### src/rtl/mips_pkg.sv
// Shared pipeline encodings and helpers for the decode-stage hazard logic.
package mips_pkg;

    // Tuse: cycles until a source operand is consumed, counted from D.
    localparam logic [1:0] TUSE_D = 2'd0;
    localparam logic [1:0] TUSE_E = 2'd1;
    localparam logic [1:0] TUSE_M = 2'd2;

    // Tnew: cycles after entering E until the result can be forwarded.
    localparam logic [1:0] TNEW_LINK = 2'd0;
    localparam logic [1:0] TNEW_ALU  = 2'd1;
    localparam logic [1:0] TNEW_LOAD = 2'd2;

    // Default multiply/divide unit occupancy after the op enters E.
    localparam int MULT_LAT_DEFAULT = 5;
    localparam int DIV_LAT_DEFAULT  = 10;

    localparam logic [4:0] REG_ZERO = 5'd0;

    // Producer tracked in the E stage.
    typedef struct packed {
        logic [4:0] dest;
        logic [1:0] tnew;
        logic       md_start;
        logic       md_div;
    } e_slot_t;

    // Producer tracked in the M stage.
    typedef struct packed {
        logic [4:0] dest;
        logic [1:0] tnew;
    } m_slot_t;

    // One stage of progress towards forwardability, floored at zero.
    function automatic logic [1:0] sat_dec(input logic [1:0] x);
        return (x == 2'd0) ? 2'd0 : x - 2'd1;
    endfunction

    // A source must wait if an in-flight producer of that register will not
    // have its result ready by the time the consumer needs it. $0 is never a
    // real dependency.
    function automatic logic src_hazard(
        input logic       use_src,
        input logic [4:0] src,
        input logic [1:0] tuse,
        input logic [4:0] dest_e,
        input logic [1:0] tnew_e,
        input logic [4:0] dest_m,
        input logic [1:0] tnew_m
    );
        return use_src && (src != REG_ZERO) &&
               (((src == dest_e) && (tnew_e > tuse)) ||
                ((src == dest_m) && (tnew_m > tuse)));
    endfunction

endpackage

### src/rtl/hazard_stall_ctrl_md_busy_counter.sv
// Occupancy counter of the multiply/divide unit: loaded when an md op sits
// in E, then counts down to idle.
module md_busy_counter
    import mips_pkg::*;
#(
    parameter int MULT_LAT = MULT_LAT_DEFAULT,
    parameter int DIV_LAT  = DIV_LAT_DEFAULT,
    parameter int CNT_W    = 4              // must be wide enough for DIV_LAT
) (
    input  logic clk,
    input  logic reset,
    input  logic md_start_e,
    input  logic div_e,
    output logic busy
);

    localparam logic [CNT_W-1:0] MULT_LOAD = CNT_W'(MULT_LAT);
    localparam logic [CNT_W-1:0] DIV_LOAD  = CNT_W'(DIV_LAT);
    localparam logic [CNT_W-1:0] CNT_ONE   = CNT_W'(1);

    logic [CNT_W-1:0] busy_cnt;

    // Load on a new md op, otherwise count down to zero and stay there.
    // NOTE: state is assigned with <= so every flop samples pre-edge values;
    // reset is synchronous, so it is only tested inside the clocked branch.
    always_ff @(posedge clk) begin
        if (reset) begin
            busy_cnt <= '0;
        end else if (md_start_e) begin
            busy_cnt <= div_e ? DIV_LOAD : MULT_LOAD;
        end else if (busy_cnt != '0) begin
            busy_cnt <= busy_cnt - CNT_ONE;
        end
    end

    assign busy = (busy_cnt != '0);

    // The md hazard holds any md op in D while the unit is occupied, so a
    // load can only ever happen from idle.
    assert property (@(posedge clk) disable iff (reset)
                     md_start_e |-> (busy_cnt == '0))
        else $error("md_busy_counter: md op started while unit busy");

endmodule

### src/rtl/hazard_stall_ctrl.sv
// Decode-stage hazard controller: tracks E/M producers and MD unit
// occupancy, and freezes F/D while bubbling D/E when D must wait.
module hazard_stall_ctrl
    import mips_pkg::*;
#(
    parameter int MULT_LAT = MULT_LAT_DEFAULT,
    parameter int DIV_LAT  = DIV_LAT_DEFAULT,
    parameter int CNT_W    = 4
) (
    input  logic       clk,
    input  logic       reset,
    input  logic [4:0] rs_d,
    input  logic [4:0] rt_d,
    input  logic       use_rs_d,
    input  logic       use_rt_d,
    input  logic [1:0] tuse_rs_d,
    input  logic [1:0] tuse_rt_d,
    input  logic [4:0] dest_d,
    input  logic [1:0] tnew_d,
    input  logic       md_start_d,
    input  logic       md_div_d,
    input  logic       md_use_d,
    output logic       stall,
    output logic       clr_de
);

    e_slot_t e_slot;
    m_slot_t m_slot;
    logic    md_busy;
    logic    rs_hazard;
    logic    rt_hazard;
    logic    md_hazard;

    md_busy_counter #(
        .MULT_LAT (MULT_LAT),
        .DIV_LAT  (DIV_LAT),
        .CNT_W    (CNT_W)
    ) u_md_busy (
        .clk        (clk),
        .reset      (reset),
        .md_start_e (e_slot.md_start),
        .div_e      (e_slot.md_div),
        .busy       (md_busy)
    );

    // Hazard detection for the instruction currently in D.
    // NOTE: every output gets a default first so no path leaves it unassigned
    // and no latch is inferred.
    always_comb begin
        rs_hazard = 1'b0;
        rt_hazard = 1'b0;
        md_hazard = 1'b0;
        rs_hazard = src_hazard(use_rs_d, rs_d, tuse_rs_d,
                               e_slot.dest, e_slot.tnew, m_slot.dest, m_slot.tnew);
        rt_hazard = src_hazard(use_rt_d, rt_d, tuse_rt_d,
                               e_slot.dest, e_slot.tnew, m_slot.dest, m_slot.tnew);
        md_hazard = md_use_d && (e_slot.md_start || md_busy);
    end

    // D/E has its own reset, so no bubble is requested while in reset.
    assign stall  = !reset && (rs_hazard || rt_hazard || md_hazard);
    assign clr_de = stall;

    // Shadow of the E and M producers; a stall pushes a bubble into E.
    always_ff @(posedge clk) begin
        if (reset) begin
            e_slot <= '0;
            m_slot <= '0;
        end else begin
            m_slot <= '{dest: e_slot.dest, tnew: sat_dec(e_slot.tnew)};
            if (stall) begin
                e_slot <= '0;
            end else begin
                e_slot <= '{dest:     dest_d,
                            tnew:     tnew_d,
                            md_start: md_start_d,
                            md_div:   md_start_d && md_div_d};
            end
        end
    end

endmodule
### config.mk
export PLATFORM = sky130hd
export DESIGN_NAME = hazard_stall_ctrl
export DESIGN_NICKNAME = d
export VERILOG_FILES = /design/src/rtl/mips_pkg.sv /design/src/rtl/hazard_stall_ctrl_md_busy_counter.sv /design/src/rtl/hazard_stall_ctrl.sv
export SDC_FILE = /design/constraint.sdc
export NUM_CORES = 1
export LEC_CHECK = 0
export BUFFER_PORTS_ARGS = -buffer_cell sky130_fd_sc_hd__clkbuf_2
export CAP_MARGIN = 20
export CORE_MARGIN = 4
export CORE_UTILIZATION = 30
export CTS_CLUSTER_SIZE = 40
export DETAILED_ROUTE_END_ITERATION = 16
export PLACE_DENSITY = 0.53
export SLEW_MARGIN = 20
export SYNTH_ARGS = -nofsm -noshare
export SYNTH_HDL_FRONTEND = slang
export SYNTH_HIERARCHICAL = 1
export SYNTH_SLANG_ARGS = --single-unit
### constraint.sdc
create_clock -name clk -period 1.9 [get_ports clk]
set_input_delay 0.285 -clock clk [delete_from_list [all_inputs] [get_ports clk]]
set_output_delay 0.285 -clock clk [all_outputs]
set_load 0.01 [all_outputs]
Word-level counts from Yosys, hierarchy flattened --
Cells that the tools add are included.
Storage, ports and cells: output and inout bits 2, bits in registers 20, input bits 28
Cells by class: add/subtract/negate cells 2, magnitude comparators 4, multiplexer cells 3, reductions and logical operators 24, equality and inequality tests 4
Operator list (number):
- 5-bit == test | 4
- 4-bit 2-to-1 mux | 3
- 1-bit logical AND | 11
- 5-bit nonzero test | 2
- 2-bit > comparator | 4
- 1-bit logical OR | 5
- 4-bit nonzero test | 1
- 2-bit OR reduction | 2
- 4-bit by 1-bit subtractor with 4-bit output, second input constant | 1
- 2-bit logical NOT | 1
- 2-bit nonzero test | 1
- 2-bit by 1-bit subtractor with 2-bit output, second input constant | 1
- 1-bit logical NOT | 1

Logic depth before layout (Yosys ltp) --
Gate-level depths: netlist of run 1.
depth after elaboration 8, mapped depth 9, gate-level depth less buffers 7

Hierarchy --
The synthesis of run 1 kept the hierarchy.
Modules (own cells, without submodules):
- hazard_stall_ctrl | times used 1, area each 998.5 sq um, cells each 105
- md_busy_counter | times used 1, area each 232.7 sq um, cells each 26

Worst setup path before layout of run 1 --
No wires, ideal clock.
path kind input port to output port, start point input tuse_rt_d[1], end point output stall, data arrival time 1788 ps, slack -173 ps, stages 8, path through inv_1 > ha_1 > nor2b_1 > o2111ai_1 > o22a_1 > nor2_2 > o31a_1 > buf_4
On the way: cells in the longest elaborated chain, start to end 7, elaborated cells on any way between the ends 9
Ends and longest elaborated chain:
- start, declared | RTL line hazard_stall_ctrl.sv:17 | input logic [1:0] tuse_rt_d,
- 2-bit > comparator, on equally long branches | RTL line mips_pkg.sv:52, mips_pkg.sv:53
- 1-bit logical AND, on equally long branches | RTL line mips_pkg.sv:52, mips_pkg.sv:53
- 1-bit logical OR (*) | RTL line mips_pkg.sv:52 | (((src == dest_e) && (tnew_e > tuse)) ||
- 1-bit logical AND (*) | RTL line mips_pkg.sv:51 | return use_src && (src != REG_ZERO) &&
- 1-bit logical OR (*) (2 in a row) | RTL line hazard_stall_ctrl.sv:61 | assign stall = !reset && (rs_hazard || rt_hazard || md_hazard);
- 1-bit logical AND (*) | RTL line hazard_stall_ctrl.sv:61
- end, declared | RTL line hazard_stall_ctrl.sv:23 | output logic stall,
Mark *: on every way between the ends. The rest lies on a longest branch, timed or not.

Worst setup path after layout of run 1 --
start point register e_slot[2] in the netlist's numbering, end point output clr_de
On the way: cells in the longest elaborated chain, start to end 7, elaborated cells on any way between the ends 11
Ends and longest elaborated chain:
- start, declared | RTL line hazard_stall_ctrl.sv:27 | e_slot_t e_slot;
- start signal, assigned | RTL line hazard_stall_ctrl.sv:74 | e_slot <= '{dest: dest_d,
- 2-bit > comparator | RTL line mips_pkg.sv:52
- 1-bit logical AND | RTL line mips_pkg.sv:52
- 1-bit logical OR | RTL line mips_pkg.sv:52
- 1-bit logical AND | RTL line mips_pkg.sv:51
- 1-bit logical OR (*) (2 in a row) | RTL line hazard_stall_ctrl.sv:61
- 1-bit logical AND (*) | RTL line hazard_stall_ctrl.sv:61
- end, declared | RTL line hazard_stall_ctrl.sv:24 | output logic clr_de
Marks and branches as above.

==> metrics.md, run 1 <==
| Metric | Value |
|---|---|
| GP Congestion | `0.8112` |
| Synth Flop Type | `dfxtp_1` |
| Multi-input logic area | `898.4 sq um` |
| Chip Height | `72.06 um` |
| Final ANT Viol Nets | `0` |
| Yosys warns | `6` |
| Root Buffer Master | `clkbuf_8` |
| Ant. Diodes | `0` |
| Dpl ws | `-0.1160 ns` |
| Reg2reg end | `e_slot[1]` |
| Clock transition at the registers of the reported paths | `0.07 ns` |
| Post-synth ARST share | `0` |
| CP arrival | `1.85 ns` |
| Clk_skew | `0.003064 ns` |
| P&R area growth vs syn | `37.81%` |
| Post-CTS Setup Inserts | `0` |
| Critical Path Sink Type | `output pin` |
| Final period util | `1.124` |
| TritonCTS clock tree | `yes` |
| Critical Path RT | `1.62 ns` |
| P_leak | `0.0006642 uW` |
| Number of global-route vias before repair | `1115` |
| Distinct cells, synth | `34` |
| Synth area leaders | `dfxtp_1 33%, xnor2_1 12%, ha_1 11%, nor4_2 8.1%, nor2b_1 4.1%` |
| Number of synthesized register bits | `20` |
| Largest net degree at the start of global routing | `15` |
| Mapped Area | `1231 sq um` |
| WHS | `0.2637 ns` |
| Peak VDD IR | `0.4046 mV` |
| First-pass GRT wire length | `4954 um` |
| Worst-margin pin slew | `0.3176 ns` |
| Row count | `23` |
| Reg2Reg Launch Point | `e_slot[2]` |
| Slew margin rel. | `0.7828` |
| DP HPWL | `2368 um` |
| Global route overflow | `0` |
| Outcome | `finished, violations left` |
| Final WL | `2867 um` |
| Hold Crit Class | `primary input to flip-flop` |
| CTS Hold Buffers Added | `0` |
| Cells on worst reg2reg path | `9` |
| Most frequent cells in the layout | `27 x clkbuf_2, 17 x xnor2_1, 16 x dfxtp_1` |
| Worst hold start | `dest_d[3]` |
| DR WL/cell | `12.86 um` |
| Kind of critical path | `flip-flop to output pin` |
| Vias per std cell | `4.713` |
| H-tree depth | `1` |
| Max-slew violation count | `0` |
| Util after Layout | `0.4272` |
| Starting Density | `0.3100` |
| Worst Path Max Fanout | `2` |
| Filler cell count | `405` |
| Share of layout cells above drive strength 1 | `0.4682` |
| Initial antenna violation count | `0` |
| Maxcap violations | `0` |
| Area of the core | `3971 sq um` |
| Syn Area/Cell | `9.398 sq um` |
| Failing checks | `setup timing` |
| Drt drc | `0` |
| RSZ-0062 raised after global routing | `true` |
| Reg area | `410.4 sq um` |
| Synthesized instance count | `131` |
| Final min period | `2.135 ns` |
| Die ar. | `5193 sq um` |
| Clock latency at the later pin of the worst-skew pair | `0.24 ns` |
| Final setup fails | `2` |
| # nets final | `214` |
| Clock Sink Count | `20` |
| PD cells | `852.4 nW/um^2` |
| Synth top area share | `0.3252` |
| TritonRoute pass-1 iters | `4` |
| Buffers on Ports | `29` |
| Commonest non-fill, non-tap cell in the layout | `clkbuf_2` |
| Synth area leader | `dfxtp_1` |
| Number of synthesized flops with an enable pin | `0` |
| All-Layer GR Usage | `0.1195` |
| Final setup margin | `-0.2354 ns` |
| Max Freq | `468.3 MHz` |
| Clk buf depth | `2` |
| Hold EP | `e_slot[7]` |
| DR iter-0 viols | `13` |
| Ports | `30` |
| R2r setup slk | `0.19 ns` |
| Vias | `1051` |
| Die width | `72.06 um` |
| Post-synthesis sequential area ratio | `0.3252` |
| CTS Buf Count | `3` |
| Final hold vios | `0` |
| Post-Syn Nets | `170` |
| Hold Path Stages | `3` |
| Crit path launch type | `flip-flop` |
[stage by stage]
| step | TNS [ns] | cells | power (uW) | area (sq um) |
|---|---|---|---|---|
| floorplan | -0.05872 | 131 | 964.5 | 1252 |
| global placement | -0.1632 | 220 | 1101 | 1534 |
| detailed placement | -0.2294 | 220 | 1121 | 1534 |
| CTS | -0.5072 | 223 | 1417 | 1658 |
| global route | -0.6240 | 223 | 1558 | 1697 |
| finish | -0.4694 | 223 | 1446 | 1697 |
[logic make-up after synthesis]
group,count (synthesis),synth area share
AND/OR/NAND/NOR,51,0.2734
XOR/XNOR,21,0.1494
flip-flops,20,0.3252
AO/OA/AOI/OAI,14,0.08842
buffers and inverters,14,0.05182
adder cells (fa/ha/maj),11,0.1118
[report_power, final]
part | total [uW] | internal (uW) | switching (uW) | leakage [uW]
logic | 594 | 321 | 273 | 0.000476
clock network | 256 | 140 | 116 | 0.0000216
registers | 596 | 501 | 94.3 | 0.000167
total | 1450 | 963 | 483 | 0.000664
[worst max path at each step]
| stage | from | to | slack [ns] |
|---|---|---|---|
| after detailed placement | tuse_rt_d[1] | clr_de | -0.12 |
| final | e_slot[2] | clr_de | -0.24 |
| after global placement | tuse_rt_d[1] | stall | -0.08 |
| after floorplan | tuse_rt_d[1] | stall | -0.06 |
| after global routing | e_slot[2] | clr_de | -0.31 |
| after CTS | m_slot[1] | clr_de | -0.25 |
[critical path, stage by stage, from the launching register on]
cell     delay (ns)
dfxtp_2        0.34
inv_2          0.05
ha_4           0.26
nand2_2        0.04
nand4_1        0.10
nor4_2         0.05
o221a_1        0.31
o31a_1         0.31
buf_2          0.14
[routing by layer]
layer / GRT usage / up-vias / routed length (um)
li1: - / 549 / -
met1: 0.1488 / 479 / 1368
met2: 0.2123 / 21 / 1395
met3: 0.01108 / 2 / 69
met4: 0.04384 / 0 / 34
met5: 0 / - / 0
[Yosys cell counts (all sizes together) (3+ instances only)]
| master | number |
|---|---|
| inv | 10 |
| nor4 | 10 |
| ha | 11 |
| dfxtp | 20 |
| or4 | 4 |
| xor2 | 4 |
| nand2 | 13 |
| nor3 | 5 |
| buf | 3 |
| nand3 | 3 |
| a21oi | 3 |
| nor2b | 8 |
| nor2 | 3 |
| xnor2 | 17 |
| o2111ai | 3 |
[registers in the layout, indices dropped and copies added, names as in the netlist]
register and flops:
e_slot 9, m_slot 7, u_md_busy/busy_cnt 4
[timing repair]
item / CTS / global route
pin swaps: 9 / 8
setup endpoints to repair: 2 / 2
gates resized for setup: 13 / 11
[area by class of cell]
class,instances,area share
Clock buffer,3,0.02434
Timing Repair Buffer,42,0.1431
Tap cell,50,0.03687
Multi-Input combinational cell,97,0.5295
Sequential cell,20,0.2419
Inverter,11,0.02434
No activity file was read; power rests on OpenSTA's default activity.
==> inputs of run 2 (changes only) <==
SKIP_CTS_REPAIR_TIMING = 1   (was unset)
==> metrics.md, run 2 (synthesized netlist as in run 1, its figures left out) <==
| Metric | Value |
|---|---|
| Outcome | `finished, violations left (unchanged)` |
| Failing checks | `setup timing (unchanged)` |
| Clk_skew | `0.002942 ns (was 0.003064 ns)` |
| PD cells | `855.3 nW/um^2 (was 852.4 nW/um^2)` |
| Sw Ratio | `0.3340 (was 0.3342)` |
| Final min period | `2.146 ns (was 2.135 ns)` |
| Slowest library cell on the worst path | `dfxtp_4 (was dfxtp_2)` |
| Row count | `23 (unchanged)` |
| Share of layout cells above drive strength 1 | `0.4540 (was 0.4682)` |
| Post-DP Area | `1534 sq um (unchanged)` |
| Final period util | `1.130 (was 1.124)` |
| Clk buf depth | `2 (unchanged)` |
| Ports | `30 (unchanged)` |
| Die width | `72.06 um (unchanged)` |
| Max-slew violation count | `0 (unchanged)` |
| Post-route cell area | `1700 sq um (was 1697 sq um)` |
| Vias | `1065 (was 1051)` |
| Area of the core | `3971 sq um (unchanged)` |
| Crit path launch type | `flip-flop (unchanged)` |
| Slew margin rel. | `0.7812 (was 0.7828)` |
| Root Buffer Master | `clkbuf_8 (unchanged)` |
| Global route overflow | `0 (unchanged)` |
| CP arrival | `1.86 ns (was 1.85 ns)` |
| WHS | `0.2640 ns (was 0.2637 ns)` |
| TritonRoute pass-1 iters | `4 (unchanged)` |
| Peak VDD IR | `0.4048 mV (was 0.4046 mV)` |
| Final WL | `2968 um (was 2867 um)` |
| Initial antenna violation count | `0 (unchanged)` |
| All-Layer GR Usage | `0.1120 (was 0.1195)` |
| Hold Crit Class | `primary input to flip-flop (unchanged)` |
| CTS Buf Count | `3 (unchanged)` |
| GP Congestion | `0.8112 (unchanged)` |
| Final setup margin | `-0.2464 ns (was -0.2354 ns)` |
| Critical Path Sink Type | `output pin (unchanged)` |
| Final hold vios | `0 (unchanged)` |
| Clock transition at the registers of the reported paths | `0.07 ns (about the same)` |
| Starting Density | `0.3100 (unchanged)` |
| Clock Sink Count | `20 (unchanged)` |
| Filler cell count | `404 (was 405)` |
| Dpl ws | `-0.1160 ns (unchanged)` |
| Clock network fraction of total power | `0.176 (was 0.177)` |
| Die ar. | `5193 sq um (unchanged)` |
| DR WL/cell | `13.25 um (was 12.86 um)` |
| Chip Height | `72.06 um (unchanged)` |
| P_leak | `0.0006767 uW (was 0.0006642 uW)` |
| Ant. Diodes | `0 (unchanged)` |
| Kind of critical path | `flip-flop to output pin (unchanged)` |
| Design Power | `1454 uW (was 1446 uW)` |
| # nets final | `215 (was 214)` |
| Switching pwr | `485.7 uW (was 483.3 uW)` |
| RSZ-0062 raised after global routing | `true (unchanged)` |
| CP Cell Sequence | `ha_4 -> nor2b_4 -> o2111ai_2 -> o22a_1 -> nor2_4 -> o31a_1 -> buf_2 (was inv_2 -> ha_4 -> nand2_2 -> nand4_1 -> nor4_2 -> o221a_1 -> o31a_1 -> buf_2)` |
| P&R area growth vs syn | `38.11% (was 37.81%)` |
| Worst-margin pin slew | `0.3199 ns (was 0.3176 ns)` |
| Most frequent cells in the layout | `27 x clkbuf_2, 17 x xnor2_1, 16 x dfxtp_1 (unchanged)` |
| Combinational group share of total power | `0.414 (was 0.411)` |
| Largest net degree at the start of global routing | `15 (unchanged)` |
| Maxcap violations | `0 (unchanged)` |
| Number of global-route vias before repair | `1100 (was 1115)` |
| Final ANT Viol Nets | `0 (unchanged)` |
| Largest register FFs | `9 (unchanged)` |
| Biggest register | `e_slot (unchanged)` |
| Biggest regs | `e_slot (9), m_slot (7), u_md_busy/busy_cnt (4) (unchanged)` |
| Vias per std cell | `4.754 (was 4.713)` |
| Drt drc | `0 (unchanged)` |
| Worst Path Max Fanout | `3 (was 2)` |
| Commonest non-fill, non-tap cell in the layout | `clkbuf_2 (unchanged)` |
| Final setup fails | `2 (unchanged)` |
| Int Pwr | `968.5 uW (was 962.9 uW)` |
| Critical Path RT | `1.62 ns (about the same)` |
| First-pass GRT wire length | `4685 um (was 4954 um)` |
| H-tree depth | `1 (unchanged)` |
| Util after Layout | `0.4282 (was 0.4272)` |
| DR iter-0 viols | `9 (was 13)` |
| Flop pwr share | `0.409 (was 0.412)` |
| Clock latency at the later pin of the worst-skew pair | `0.24 ns (about the same)` |
| Crit-path max cell delay | `0.37 ns (was 0.34 ns)` |
| DP HPWL | `2368 um (unchanged)` |
| TritonCTS clock tree | `yes (unchanged)` |
| Max Freq | `465.9 MHz (was 468.3 MHz)` |
| Buffers on Ports | `29 (unchanged)` |
-- run 2: cell count changes in the layout (fill, tap and decap cells not counted), sizes merged --
cell	before	now
buf	15	16
-- run 2: worst paths after layout --
path / from / to / slack [ns] / cells after the start
max: e_slot[3] / clr_de / -0.25 / 7
min: dest_d[3] / e_slot[7] / 0.26 / 3
max reg2reg: e_slot[3] / e_slot[1] / 0.18 / 7
min reg2reg: e_slot[2] / m_slot[0] / 0.43 / 1
-- run 2: critical path, delay by kind of cell, from the launching register on --
kind	cells	cell delay, ns
adders and majority gates	1	0.24
AOI/OAI and AO/OA	3	0.69
and+or+nand+nor	2	0.17
DFF	1	0.37
buffers and inverters	1	0.14
-- run 2: power groups by stage --
stage | Combinational, uW | Clock, uW | Sequential (uW)
floorplan | 397 | 0 | 568
global placement | 513 | 0 | 588
detailed placement | 529 | 0 | 592
CTS | 532 | 271 | 582
global route | 674 | 283 | 608
finish | 603 | 256 | 595
-- run 2: layout make-up --
type                       count  area, sq um  area share
clock buffer                   3        41.29     0.02428
inverter                      11        41.29     0.02428
multi-input combinational     97        894.6      0.5261
sequential                    20        410.4      0.2414
tap                           50        62.56     0.03679
timing repair buffer          43        250.2      0.1472
-- run 2: per-stage QoR --
stage	instances	TNS (ns)
2_1_floorplan	131	-0.05872
3_3_place_gp	220	-0.1632
3_5_place_dp	220	-0.2294
4_1_cts	223	-0.6334
5_1_grt	224	-0.6797
6_report	224	-0.4914
-- run 2: metal layers --
| metal | routed length (um) | up-vias | global-route usage |
|---|---|---|---|
| li1 | - | 551 | - |
| met5 | 0 | - | 0 |
| met3 | 73 | 2 | 0.01108 |
| met4 | 34 | 0 | 0.04384 |
| met2 | 1483 | 23 | 0.1962 |
| met1 | 1377 | 489 | 0.1403 |
